File: src/rtl/cond_issue_ctrl.sv
// Condition-check issue controller sitting between decode and execute.
// Holds the architectural CPSR, evaluates each instruction's condition
// field against it, and presents the instruction to execute marked as
// execute or squash. Conditional instructions wait while flag-setting
// instructions are still in flight, so they always see the final flags.
module cond_issue_ctrl #(
    parameter int unsigned MAX_PENDING = 3,
    parameter logic [31:0] CPSR_RESET  = 32'h0000_00D3
) (
    input  logic        clk,
    input  logic        reset,
    input  logic        in_valid,
    input  logic [31:0] in_inst,
    input  logic        in_sets_flags,
    output logic        in_ready,
    output logic        out_valid,
    output logic [31:0] out_inst,
    output logic        out_exec,
    input  logic        out_ready,
    input  logic        flag_wr_en,
    input  logic [3:0]  flag_wr_nzcv,
    input  logic        msr_wr_en,
    input  logic [31:0] msr_data,
    input  logic        flush,
    output logic [31:0] cpsr,
    output logic [2:0]  pending
);

    localparam logic [2:0] MAX_PEND = 3'(MAX_PENDING);
    localparam logic [3:0] COND_AL  = 4'b1110;

    // Output buffer occupancy; the state alone is out_valid.
    typedef enum logic {
        ST_EMPTY = 1'b0,
        ST_FULL  = 1'b1
    } state_e;

    state_e      state_q, state_d;
    logic [31:0] inst_q, inst_d;
    logic        exec_q, exec_d;
    logic [31:0] cpsr_q, cpsr_d;
    logic [2:0]  pending_q, pending_d;

    logic [3:0]  cond;
    logic        cond_pass;
    logic        hazard;
    logic        full_block;
    logic        accept;
    logic        consume;
    logic        pend_inc;
    logic        pend_dec;

    // Evaluate the condition field against the registered CPSR only; a flag
    // write in this cycle becomes visible to evaluation next cycle.
    always_comb begin
        logic n, z, c, v;
        n = cpsr_q[31];
        z = cpsr_q[30];
        c = cpsr_q[29];
        v = cpsr_q[28];
        cond = in_inst[31:28];
        cond_pass = 1'b0;
        case (cond)
            4'b0000: cond_pass = z;
            4'b0001: cond_pass = !z;
            4'b0010: cond_pass = c;
            4'b0011: cond_pass = !c;
            4'b0100: cond_pass = n;
            4'b0101: cond_pass = !n;
            4'b0110: cond_pass = v;
            4'b0111: cond_pass = !v;
            4'b1000: cond_pass = c && !z;
            4'b1001: cond_pass = !c || z;
            4'b1010: cond_pass = (n == v);
            4'b1011: cond_pass = (n != v);
            4'b1100: cond_pass = !z && (n == v);
            4'b1101: cond_pass = z || (n != v);
            4'b1110: cond_pass = 1'b1;
            default: cond_pass = 1'b0;
        endcase
    end

    // Handshake: conditional instructions wait on in-flight flag setters,
    // and an executing flag setter waits when the tracker is full.
    assign hazard     = (cond != COND_AL) && (pending_q != 3'd0);
    assign full_block = in_sets_flags && cond_pass && (pending_q == MAX_PEND);
    assign in_ready   = !reset && (!out_valid || out_ready) && !flush
                        && !hazard && !full_block;
    assign accept     = in_valid && in_ready;
    assign consume    = out_valid && out_ready;
    assign pend_inc   = accept && cond_pass && in_sets_flags;
    assign pend_dec   = flag_wr_en;

    // Output buffer next state: load on accept, drain on consume or flush.
    // NOTE: every signal written here gets a default first so no latch is inferred.
    always_comb begin
        state_d = state_q;
        inst_d  = inst_q;
        exec_d  = exec_q;
        case (state_q)
            ST_EMPTY: begin
                if (accept) begin
                    state_d = ST_FULL;
                    inst_d  = in_inst;
                    exec_d  = cond_pass;
                end
            end
            ST_FULL: begin
                if (flush) begin
                    state_d = ST_EMPTY;
                end else if (accept) begin
                    inst_d  = in_inst;
                    exec_d  = cond_pass;
                end else if (consume) begin
                    state_d = ST_EMPTY;
                end
            end
            default: state_d = ST_EMPTY;
        endcase
    end

    // In-flight flag-setter count; simultaneous inc/dec cancel, dec saturates.
    always_comb begin
        pending_d = pending_q;
        if (pend_inc && !pend_dec) begin
            pending_d = pending_q + 3'd1;
        end else if (pend_dec && !pend_inc && (pending_q != 3'd0)) begin
            pending_d = pending_q - 3'd1;
        end
    end

    // CPSR merge: MSR loads the whole word, an ALU flag write then overrides NZCV.
    always_comb begin
        cpsr_d = cpsr_q;
        if (msr_wr_en) begin
            cpsr_d = msr_data;
        end
        if (flag_wr_en) begin
            cpsr_d[31:28] = flag_wr_nzcv;
        end
    end

    // State registers with synchronous reset.
    // NOTE: sequential state uses non-blocking assignments so all flops update together.
    always_ff @(posedge clk) begin
        if (reset) begin
            state_q   <= ST_EMPTY;
            inst_q    <= 32'd0;
            exec_q    <= 1'b0;
            cpsr_q    <= CPSR_RESET;
            pending_q <= 3'd0;
        end else begin
            state_q   <= state_d;
            inst_q    <= inst_d;
            exec_q    <= exec_d;
            cpsr_q    <= cpsr_d;
            pending_q <= pending_d;
        end
    end

    assign out_valid = (state_q == ST_FULL);
    assign out_inst  = inst_q;
    assign out_exec  = exec_q;
    assign cpsr      = cpsr_q;
    assign pending   = pending_q;

endmodule
File: config.mk
export PLATFORM = sky130hd
export DESIGN_NAME = cond_issue_ctrl
export DESIGN_NICKNAME = d
export VERILOG_FILES = /design/src/rtl/cond_issue_ctrl.sv
export SDC_FILE = /design/constraint.sdc
export NUM_CORES = 1
export LEC_CHECK = 0
export CAP_MARGIN = 20
export CORE_MARGIN = 4
export CORE_UTILIZATION = 61
export CTS_BUF_LIST = sky130_fd_sc_hd__clkbuf_8 sky130_fd_sc_hd__clkbuf_16
export DETAILED_ROUTE_END_ITERATION = 12
export DONT_BUFFER_PORTS = 1
export HOLD_SLACK_MARGIN = 0.06
export MAX_ROUTING_LAYER = met4
export PLACE_DENSITY = 0.86
export SLEW_MARGIN = 10
export SYNTH_ARGS = -nofsm -noshare
export SYNTH_HDL_FRONTEND = slang
export SYNTH_SLANG_ARGS = --single-unit
export TNS_END_PERCENT = 100
File: constraint.sdc
create_clock -name clk -period 3.7 [get_ports clk]
set_clock_uncertainty 0.1 [all_clocks]
set_input_delay 0.37 -clock clk [delete_from_list [all_inputs] [get_ports clk]]
set_output_delay 0.37 -clock clk [all_outputs]
set_load 0.02 [all_outputs]
# Yosys cells after proc, flatten, opt, wreduce, memory -nomap -nowiden
# Cells that the tools add are included.
# word_totals
wordCells	78
reg_bits	69
ramBits	0
in_bits	76
n_memories	0
latch_bits	0
mem_bits_ro	0
# op_classes
n_mux	16
magnitude_cmp	0
mul	0
n_shift	0
addsub	2
div	0
n_reduce_logical	34
bitwise_logic	1
n_eq_ne	19
# op_table
operator	n
32-bit two-way mux	3
32-bit case mux with 2 select lines	1
4-bit equality test (second input constant)	7
4-bit by 3-bit equality test with 1-bit output (second input constant)	4
1-bit logical AND	16
1-bit case mux with 15 select lines	1
1-bit zero test	11
4-bit by 2-bit equality test with 1-bit output (second input constant)	2
1-bit two-way mux	6
3-bit two-way mux	2
4-bit by 1-bit equality test with 1-bit output (second input constant)	1
4-bit zero test	1
4-bit two-way mux	1
4-bit != test (second input constant)	1
1-bit case mux with 2 select lines	2
2-bit nonzero test	2
3-bit by 1-bit adder with 3-bit output (second input constant)	1
3-bit by 2-bit equality test with 1-bit output (second input constant)	1
1-bit logical OR	3
3-bit nonzero test	1
3-bit by 1-bit subtractor with 3-bit output (second input constant)	1
2-bit != test (second input constant)	1
1-bit equality test	1
1-bit != test	1
1-bit inverter	1

# Logic depth before layout (Yosys ltp)
# depth
depth_word	15
ltp_mapped	13
ltp_nobuf	12

# Worst setup path after synthesis
# Ideal clock, no wire load.
# synth_path
path_kind	flip-flop to flip-flop
startpoint	reg pending_q[0], in the netlist pending[0]
endpoint	reg pending_q[2], in the netlist pending[2]
t_arrival_ns	2.585
setup_slack_ns	0.882
stages_incl_launch_ff	12
t_required_ns	3.466
synth_period_minus_slack_ns	2.818
setup_ns	0.134
path_buffers	0
path_cell_list	dfxtp_1 or3_4 a2111oi_2 nand2_1 or2_4 nor3_2 inv_1 fa_1 inv_1 nor4_2 a211oi_1 nor4_1
# synth_via
elab_chain_len	12
word_cells_on_any_way	20
classes_between	add/sub (2); eq/ne (1); mux (2); reduce/logical (15)
# synth_rtl
element	line	source
start: declaration	42	logic [2:0] pending_q, pending_d;
start signal: assignment	157	pending_q <= pending_d;
3-bit nonzero test	85, 127	
1-bit logical AND	85	assign hazard = (cond != COND_AL) && (pending_q != 3'd0);
1-bit zero test	88	&& !hazard && !full_block;
1-bit logical AND (2 in a row)	88	
1-bit logical AND	89	assign accept = in_valid && in_ready;
1-bit logical AND (2 in a row)	91	assign pend_inc = accept && cond_pass && in_sets_flags;
1-bit zero test	127	end else if (pend_dec && !pend_inc && (pending_q != 3'd0)) begin
1-bit logical AND (2 in a row)	127	
2-bit nonzero test (no source line)	--	
# Several ways; a longest one is shown, not always the timed one. The select of a mux whose other input is x is not followed.
# A chain may end at the register's enable or synchronous reset.

# Worst setup path after layout
# layout_path
startpoint	reg pending_q[2], in the netlist pending[2]
endpoint	reg pending_q[2], in the netlist pending[2]
# Same word-level chain as after synthesis.

==> results by group <==
STA
  – Max_slew headroom: 0.526
  – Worst slew pin tran: 0.704 ns
  – Fin. max-slew vios: 0
  – Minimum clock period: 3.10 ns
  – Final Hold Vio Count: 0
  – # setup viols final: 0
  – Setup TNS Final: 0 ns
  – Fmax: 323 MHz
  – Fraction of the cycle the final worst path needs: 0.838
  – Setup slack after layout: 0.600 ns
  – RSZ-0062 raised after global routing: false

Global route
  – First-pass GRT wire length: 10,100 µm
  – Vias in the first global route: 2,026
  – Antenna violations before repair: 0
  – Grt ovf: 0
  – GRT Util Overall: 0.222
  – Largest net degree at the start of global routing: 70

Critical path
  – Critical Path Slowest Stage Cell: or3_4
  – Critical path's most frequent cell: inv_1
  – Worst r2r path cells: 11
  – Worst path required time: 3.81 ns
  – Crit path from: pending[2]$_SDFFE_PP0P_
  – Crit Path Max Fanout: 6
  – CP startpoint kind: flop
  – Cell depth of the worst setup path: 11
  – CP peak stage delay: 0.44 ns
  – Reg2Reg Setup Slack: 0.60 ns
  – CP delay by family, top: simple AND/OR/NAND/NOR gates
  – Worst r2r src: pending[2]$_SDFFE_PP0P_
  – Critical path capture point type: flop
  – CP cell instances: or3_4 -> a2111oi_2 -> nand2_1 -> or2_4 -> nor3_2 -> inv_1 -> fa_1 -> inv_1 -> nor4_2 -> a211oi_1 -> nor4_1
  – Reg2reg end: pending[2]$_SDFFE_PP0P_
  – Crit path DAT: 3.21 ns
  – WP buf/inv: 2
  – CP endpoint: pending[2]$_SDFFE_PP0P_
  – Critical path class: reg2reg

Synth
  – Warnings, synthesis: 0
  – Post-synth cell types: 39
  – Syn_area_per_cell: 9.96 µm²
  – Most frequently used flop master after synthesis: dfxtp_1
  – Async SR Flop Fraction: 0
  – Post-Synthesis Net Count: 360
  – Flop and latch count out of synthesis: 69
  – Post-synth EDFFs: 0
  – Netlist Area Pre-Place: 2820 µm²
  – Register area share after synthesis: 0.490
  – Post-Syn Instances: 283

Routing
  – DRT iter0 DRCs: 142
  – Routed via count: 1,990
  – DR pass1 iterations: 6
  – DR vias/cell: 5.80
  – Antenna Violating Nets Remaining: 0
  – WL final: 6330 µm
  – Drt drc: 0
  – Drt wl/cell: 18.4 µm

Clock tree
  – Clock Tree Root: clkbuf_8
  – Clk slew on worst S/H paths: 0.07 ns
  – CTS buffer count: 9
  – Post-CTS resize count: 0
  – CTS tree: yes
  – CTS max path bufs: 2
  – CTS sink cnt: 69
  – Worst skew pair latency: 0.33 ns
  – CTS H-tree lvls: 3

Final layout
  – Fin area: 3160 µm²
  – Most common cell after layout, fill and taps aside: dfxtp_1
  – Multi-input logic area: 1330 µm²
  – Area Growth Syn to Fin: 12.2%
  – FF/Latch Area: 1380 µm²
  – # nets final: 363
  – Most frequent cells in the layout: dfxtp_1, nor2_1, mux2i_1, clkbuf_8, dlygate4sd3_1
  – Share of layout cells above drive strength 1: 0.0928
  – Final std cells w/o fill: 343
  – Diode count: 0
  – Fillers: 317

Placement
  – Placer Congestion: 0.771
  – Buffers added on ports: 0
  – Post-DP Area: 2790 µm²
  – Placed Cells: 315
  – HPWL after DPL: 4250 µm
  – Pre-CTS setup slack: 0.600 ns

Power
  – Max VDD drop: 0.407 mV
  – Sw Ratio: 0.286
  – Total internal power: 1360 µW
  – Comb pwr share: 0.138
  – Leakage power figure: 0.00124 µW
  – Sw Pwr: 544 µW
  – Register share of total power: 0.496
  – Power per standard cell area: 602 nW/µm²
  – Clock network fraction of design power: 0.367

Floorplanning
  – Row Count: 24
  – Die area: 5770 µm²
  – Die W: 76.0 µm
  – Core area: 4410 µm²
  – Initial core utilization: 0.639
  – Die Span Y: 76.0 µm
  – # IOs: 146

Status
  – Status: complete, no violations

Min path
  – Hold WC Path Type: in2reg

Flow run
  – # Max-Cap Violations: 0
[worst min path at each step]
stage / from / to / depth (start not counted)
detailed placement: reset / out_inst[7]$_SDFFE_PP0P_ / 1
CTS: flag_wr_en / cpsr[28]$_SDFFE_PP0P_ / 2
global route: flag_wr_en / cpsr[28]$_SDFFE_PP0P_ / 2
global placement: reset / out_inst[10]$_SDFFE_PP0P_ / 1
floorplan: flush / out_valid$_SDFF_PP0_ / 1
finish: flag_wr_en / cpsr[28]$_SDFFE_PP0P_ / 2
[synthesized netlist by cell type, types with 2 or more instances]
cell | number | share of area
buf_4 | 2 | 0.0053
buf_6 | 3 | 0.012
dfxtp_1 | 69 | 0.49
nand3b_1 | 2 | 0.0053
clkbuf_1 | 14 | 0.019
nor3b_1 | 3 | 0.0080
nand3_1 | 3 | 0.0053
mux2i_1 | 61 | 0.22
inv_1 | 2 | 0.0027
nor2_1 | 68 | 0.091
a21oi_1 | 8 | 0.014
xor2_1 | 2 | 0.0062
a211o_1 | 5 | 0.016
nor2b_1 | 9 | 0.020
o21ai_0 | 3 | 0.0053
nand2_1 | 5 | 0.0067
a211oi_1 | 2 | 0.0053
[sequential cells by signal (all words and copies together) (netlist names)]
name and cells:
out_exec 1, pending 3, out_inst 32, out_valid 1, cpsr 32
[layer usage]
layer  global-route usage  vias to the layer above  part of all wire
met1                0.233                      923              0.38
li1                     -                      977                 -
met4               0.0907                        0             0.013
met5                    -                        -                 0
met3               0.0946                        9             0.095
met2                0.366                       81              0.51
[worst reg2reg max path, cell delays in order (launching register included)]
cell and delay (ns):
dfxtp_1 0.43, or3_4 0.44, a2111oi_2 0.39, nand2_1 0.16, or2_4 0.30, nor3_2 0.15, inv_1 0.11, fa_1 0.41
inv_1 0.11, nor4_2 0.05, a211oi_1 0.25, nor4_1 0.08
[what timing repair did]
item,in CTS,in global routing
endpoints found under the hold margin,69,0
setup buffers,0,0
hold buffers,12,0
[area by class of cell]
type / instances / area share
Tap cell: 52 / 0.0206
Multi-Input combinational cell: 191 / 0.421
Inverter: 2 / 0.00237
Clock inverter: 5 / 0.0257
Timing Repair Buffer: 13 / 0.0459
Clock buffer: 11 / 0.0479
Sequential cell: 69 / 0.437
[power by group through the flow]
stage	clock network, µW	logic, µW	registers, µW
global placement	0	224	959
global route	747	291	953
floorplan	0	237	941
detailed placement	0	238	961
CTS	708	263	945
finish	698	263	944
[stage by stage]
step | power (µW) | hold WS (ns) | util
floorplan | 1180 | 0.365 | -
global placement | 1180 | 0.347 | 0.633
detailed placement | 1200 | 0.350 | 0.633
CTS | 1920 | 0.0666 | 0.717
global route | 1990 | 0.0725 | 0.717
finish | 1900 | 0.0805 | 0.717
[cells by family (layout without fill, tap and decap cells)]
logic type / count (synthesis) / in the layout / share of synthesized area
muxes: 61 / 61 / 0.217
and+or+nand+nor: 99 / 99 / 0.166
adders and majority gates: 1 / 1 / 0.00710
AOI/OAI and AO/OA: 27 / 27 / 0.0697
xor gates and xnor gates: 3 / 3 / 0.00932
buffers and inverters: 23 / 31 / 0.0417
DFF: 69 / 69 / 0.490
Power figures use the tool's default switching activity.
